$ cat src/rtl/rf_pkg.sv
// Shared constants and payload types for the register-file write-back controller.
package rf_pkg;
  localparam int unsigned XLEN     = 32;
  localparam int unsigned NUM_REGS = 32;
  localparam int unsigned ADDR_W   = $clog2(NUM_REGS);

  typedef struct packed {
    logic [ADDR_W-1:0] addr;
    logic [XLEN-1:0]   data;
  } wb_req_t;

  typedef enum logic {
    GNT_ALU = 1'b0,
    GNT_LSU = 1'b1
  } grant_t;
endpackage

$ cat src/rtl/rr_arb2.sv
// Two-requester round-robin arbiter; bit 0 is the ALU, bit 1 the LSU.
module rr_arb2
  import rf_pkg::*;
(
  input  logic       clk,
  input  logic       rst,
  input  logic [1:0] req,
  output logic [1:0] gnt
);

  grant_t last_q;
  grant_t last_d;

  // On a tie the requester that did not win last time is granted.
  always_comb begin
    gnt = req;
    if (req == 2'b11) begin
      gnt = (last_q == GNT_ALU) ? 2'b10 : 2'b01;
    end
  end

  always_comb begin
    last_d = last_q;
    if (gnt[0]) begin
      last_d = GNT_ALU;
    end else if (gnt[1]) begin
      last_d = GNT_LSU;
    end
  end

  // Starting as if the LSU won last hands the first tie to the ALU.
  always_ff @(posedge clk or posedge rst) begin
    if (rst) begin
      last_q <= GNT_LSU;
    end else begin
      last_q <= last_d;
    end
  end

endmodule

$ cat src/rtl/rf_wb_ctrl.sv
// Write-back controller: arbitrates ALU/LSU onto one registered RF write port
// and tracks outstanding destination registers for hazard detection.
module rf_wb_ctrl
  import rf_pkg::*;
(
  input  logic                clk_i,
  input  logic                rst_i,
  input  logic                alu_valid_i,
  output logic                alu_ready_o,
  input  logic [ADDR_W-1:0]   alu_addr_i,
  input  logic [XLEN-1:0]     alu_data_i,
  input  logic                lsu_valid_i,
  output logic                lsu_ready_o,
  input  logic [ADDR_W-1:0]   lsu_addr_i,
  input  logic [XLEN-1:0]     lsu_data_i,
  input  logic                issue_valid_i,
  input  logic [ADDR_W-1:0]   issue_rd_i,
  input  logic [ADDR_W-1:0]   rs1_addr_i,
  input  logic [ADDR_W-1:0]   rs2_addr_i,
  output logic                hazard_o,
  output logic                rf_we_o,
  output logic [ADDR_W-1:0]   rf_waddr_o,
  output logic [XLEN-1:0]     rf_wdata_o,
  output logic [NUM_REGS-1:0] busy_o
);

  logic [1:0]          gnt;
  wb_req_t             alu_req;
  wb_req_t             lsu_req;
  wb_req_t             sel_req;

  logic                rf_we_q;
  logic                rf_we_d;
  logic [ADDR_W-1:0]   rf_waddr_q;
  logic [ADDR_W-1:0]   rf_waddr_d;
  logic [XLEN-1:0]     rf_wdata_q;
  logic [XLEN-1:0]     rf_wdata_d;
  logic [NUM_REGS-1:0] busy_q;
  logic [NUM_REGS-1:0] busy_d;

  rr_arb2 u_arb (
    .clk (clk_i),
    .rst (rst_i),
    .req ({lsu_valid_i, alu_valid_i}),
    .gnt (gnt)
  );

  assign alu_ready_o = gnt[0];
  assign lsu_ready_o = gnt[1];

  assign alu_req = '{addr: alu_addr_i, data: alu_data_i};
  assign lsu_req = '{addr: lsu_addr_i, data: lsu_data_i};
  assign sel_req = gnt[1] ? lsu_req : alu_req;

  // x0 grants are accepted but never reach the register file.
  always_comb begin
    rf_we_d    = 1'b0;
    rf_waddr_d = rf_waddr_q;
    rf_wdata_d = rf_wdata_q;
    if ((gnt != 2'b00) && (sel_req.addr != '0)) begin
      rf_we_d    = 1'b1;
      rf_waddr_d = sel_req.addr;
      rf_wdata_d = sel_req.data;
    end
  end

  // Clear on actual write, then set on issue so a new producer wins the tie.
  always_comb begin
    busy_d = busy_q;
    if (rf_we_q) begin
      busy_d[rf_waddr_q] = 1'b0;
    end
    if (issue_valid_i && (issue_rd_i != '0)) begin
      busy_d[issue_rd_i] = 1'b1;
    end
    busy_d[0] = 1'b0;
  end

  always_ff @(posedge clk_i or posedge rst_i) begin
    if (rst_i) begin
      rf_we_q    <= 1'b0;
      rf_waddr_q <= '0;
      rf_wdata_q <= '0;
      busy_q     <= '0;
    end else begin
      rf_we_q    <= rf_we_d;
      rf_waddr_q <= rf_waddr_d;
      rf_wdata_q <= rf_wdata_d;
      busy_q     <= busy_d;
    end
  end

  assign hazard_o = ((rs1_addr_i != '0) && busy_q[rs1_addr_i])
                  | ((rs2_addr_i != '0) && busy_q[rs2_addr_i])
                  | (issue_valid_i && (issue_rd_i != '0) && busy_q[issue_rd_i]);

  assign rf_we_o    = rf_we_q;
  assign rf_waddr_o = rf_waddr_q;
  assign rf_wdata_o = rf_wdata_q;
  assign busy_o     = busy_q;

endmodule
$ cat config.mk
export PLATFORM = sky130hd
export DESIGN_NAME = rf_wb_ctrl
export DESIGN_NICKNAME = d
export VERILOG_FILES = /design/src/rtl/rf_pkg.sv /design/src/rtl/rr_arb2.sv /design/src/rtl/rf_wb_ctrl.sv
export SDC_FILE = /design/constraint.sdc
export NUM_CORES = 1
export LEC_CHECK = 0
export ABC_CLOCK_PERIOD_IN_PS = 3900
export CELL_PAD_IN_SITES_DETAIL_PLACEMENT = 0
export CELL_PAD_IN_SITES_GLOBAL_PLACEMENT = 2
export CORE_MARGIN = 4
export CORE_UTILIZATION = 24
export CTS_CLUSTER_SIZE = 8
export DETAILED_ROUTE_END_ITERATION = 10
export PLACE_DENSITY = 0.77
export SLEW_MARGIN = 30
export SYNTH_ARGS = -nofsm -noshare
export SYNTH_HDL_FRONTEND = slang
export SYNTH_SLANG_ARGS = --single-unit
$ cat constraint.sdc
create_clock -name clk_i -period 3.9 [get_ports clk_i]
set_input_delay 1.17 -clock clk_i [delete_from_list [all_inputs] [get_ports clk_i]]
set_output_delay 1.17 -clock clk_i [all_outputs]
set_load 0.03 [all_outputs]
==> key figures <==
STA
  – Final worst slack: -0.146 ns
  – Clk_skew: 0.00562 ns
  – Slew HR: 0.538
  – Final hold vios: 0
  – Slew Viols, Final: 0
  – RSZ-0062 raised after global routing: true
  – Final setup fails: 1
  – Fin Setup TNS: -0.146 ns
  – Worst Max-Slew Pin Slew: 0.692 ns
  – Final min period: 4.05 ns
  – Fin crit share: 1.04
  – Fmax: 247 MHz

Finish
  – Ant. Diodes: 0
  – Synthesis-to-finish area growth: 57.7%
  – Non-filler cells, final: 755
  – Nets: 624
  – Fillers: 1660
  – Layout cells sized above 1: 0.247

Critical path
  – Worst EP arrival: 2.88 ns
  – CP Cell Sequence: clkbuf_2, mux4_2, mux2i_2, o32ai_2, a211o_1, a311o_2, buf_6
  – Worst Path Class, Setup: input pin to primary output
  – WP buf/inv: 2
  – Cell family with the largest share of critical-path delay: multiplexers
  – Slowest CP cell: mux4_2
  – CP max FO: 2
  – CP max stage delay: 0.51 ns
  – Crit path launch type: input pin
  – WP data required: 2.73 ns
  – Worst setup EP type: primary output

Clock network
  – CTS max path bufs: 2
  – Reg clk slew, reported paths: 0.06 ns
  – CTS sink cnt: 70
  – CTS buffer count: 9
  – CTS root buf: clkbuf_16
  – H-tree Lvls: 3
  – CTS tree: done
  – Worst-skew pair later-pin latency: 0.33 ns
  – Hold-fix buffers, CTS: 0

Synth
  – Xor-xnor portion of the synthesized cell area: 0
  – Syn Inst Count: 345
  – Simple-Gate Fraction of Synth Area: 0.0898
  – Sequential share of the synthesized area: 0.424
  – Post-synth EDFFs: 0
  – Netlist Area Pre-Place: 4140 um2
  – Adder-cell area share of the yosys netlist: 0
  – Syn Nets: 439
  – Top FF cell, synth: dfrtp_1
  – Avg Inst Size Synth: 12.0 um2
  – Main combinational cell family by area after synthesis: multiplexers
  – Top-count cell post-synth: dfrtp_1
  – Synth top area share: 0.417
  – Yosys cell types: 52
  – Synth Area in Compound Gates: 0.127
  – Mux cell area share after synthesis: 0.318
  – Area leader, netlist: dfrtp_1
  – Register bit count reported by yosys: 70
  – Share of async-settable or async-resettable flops after synthesis: 1.00
  – List of most frequent post-synthesis cells: dfrtp_1 (69), o21ai_1 (53), mux2_1 (36), mux2_2 (35), o21ai_0 (12)
  – Synth area leaders: dfrtp_1 (42%), mux2_1 (9.8%), mux2_2 (9.5%)
  – Synth warn: 0

Drt
  – WL met1: 6.19 mm
  – Via count: 3715
  – DR vias/cell: 4.92
  – Final WL: 14.6 mm
  – Initial DRC count: 122
  – Routed Antenna Nets: 0
  – First-pass detailed-route iteration total: 4
  – DR WL met3: 1.69 mm
  – Avg WL per Cell: 19.4 um
  – Residual DRC: 0
  – Uppermost layer routed: met5
  – Routed length on met2: 6.64 mm

Flow run
  – Max-cap violation count: 0

Pwr
  – Leak: 0.00255 uW
  – Pwr Density: 622 nW/um2
  – Max rail drop VDD: 0.296 mV

Floorplan
  – Core Footprint: 16800 um2
  – Die width: 139 um
  – Initial core utilization: 0.247
  – # IOs: 167
  – Rows: 47
  – Die Span Y: 139 um
  – Die Area: 19400 um2

GRT
  – Global-route wire length before repair: 23.0 mm
  – Largest net degree at the start of global routing: 41
  – GRT overflow: 0
  – Initial antenna violation count: 1
  – Vias in the first global route: 3986
  – GRT Total Usage: 0.150

Placed design
  – PortBufs: 165
  – Routability cong.: 0.813
  – Dpl hpwl: 11.3 mm
  – Placed cells: 739

Hold path
  – HP Class: flip-flop to flip-flop

Run status
  – Failing checks: negative setup slack
  – Status: finished, violations left
-- path summary, 6_finish.rpt --
check,slack (ns),from,to,cells after the start
worst min-delay path,0.49,rf_wdata_o[22],rf_wdata_o[22],1
max in group asynchronous,1.98,rst_i,busy_o[30],3
worst min register to register,0.49,rf_wdata_o[22],rf_wdata_o[22],1
min in group asynchronous,1.26,rst_i,rf_wdata_o[20],2
worst max register to register,1.84,u_arb.last_q,rf_wdata_o[19],7
worst max-delay path,-0.15,rs1_addr_i[1],hazard_o,7
-- flip-flops by register name, indices dropped and copies added, names as in the netlist --
register / cells
rf_we_o: 1
u_arb.last_q: 1
busy_o: 31
rf_waddr_o: 5
rf_wdata_o: 32
-- through the flow --
| stage | total power (uW) | hold slack, ns | setup slack, ns | area (um2) | util |
|---|---|---|---|---|---|
| finish | 4050 | 0.487 | -0.146 | 6520 | 0.389 |
| global route | 4260 | 0.505 | -0.191 | 6520 | 0.389 |
| CTS | 4080 | 0.493 | -0.254 | 6510 | 0.388 |
| detailed placement | 3130 | 0.474 | -1.13 | 6180 | 0.369 |
| global placement | 3110 | 0.467 | -1.09 | 6180 | 0.369 |
| floorplan | 2220 | 0.487 | 0.0376 | 4140 | - |
-- layer usage --
layer  vias up  GRT usage
met1      1833      0.196
met3        10     0.0624
li1       1679          -
met2       191      0.235
met5         -          0
met4         2     0.0309
-- layout make-up --
type,instances,area [um2],share of cell area
multi-input combinational,248,2240,0.344
timing repair buffer,197,1910,0.292
sequential,70,1750,0.269
tap,220,275,0.0422
clock buffer,10,239,0.0366
clock inverter,6,92.6,0.0142
inverter,4,15.0,0.00230
-- where the power goes --
| group | switching (uW) | internal, uW |
|---|---|---|
| sequential | 356 | 959 |
| combinational | 942 | 888 |
| clock | 328 | 582 |
-- kinds of logic (layout without fill, tap and decap cells) --
kind of cell	Yosys count	count (layout)
flops	70	70
other cells	1	1
buf+inv	27	217
simple gates	59	59
mux	98	98
compound gates	90	90
-- layout by cell type (no fill, tap or decap), drive strengths merged, types with 2 or more instances in the layout --
cell type / n
buf: 39
mux4: 17
nor2b: 2
and3: 2
mux2i: 9
clkdlybuf4s50: 147
or3b: 5
nand3b: 9
bufinv: 2
a21oi: 3
o22ai: 3
clkinvlp: 2
nand2: 10
inv: 6
mux2: 72
nor3b: 3
clkbuf: 13
a22oi: 8
dlymetal6s2s: 2
nor2: 6
nand3: 6
or4: 2
o21ai: 65
dlygate4sd2: 6
and3b: 5
or3: 3
dfrtp: 69
a21boi: 2
-- what timing repair did --
action / CTS / global route
hold endpoints to repair: 0 / 0
pin swaps: 6 / 6
resized for setup: 49 / 22
gates cloned: 0 / 0
endpoints found under the setup margin: 1 / 1
setup buffers: 0 / 1
(Power assumes the default switching activity.)
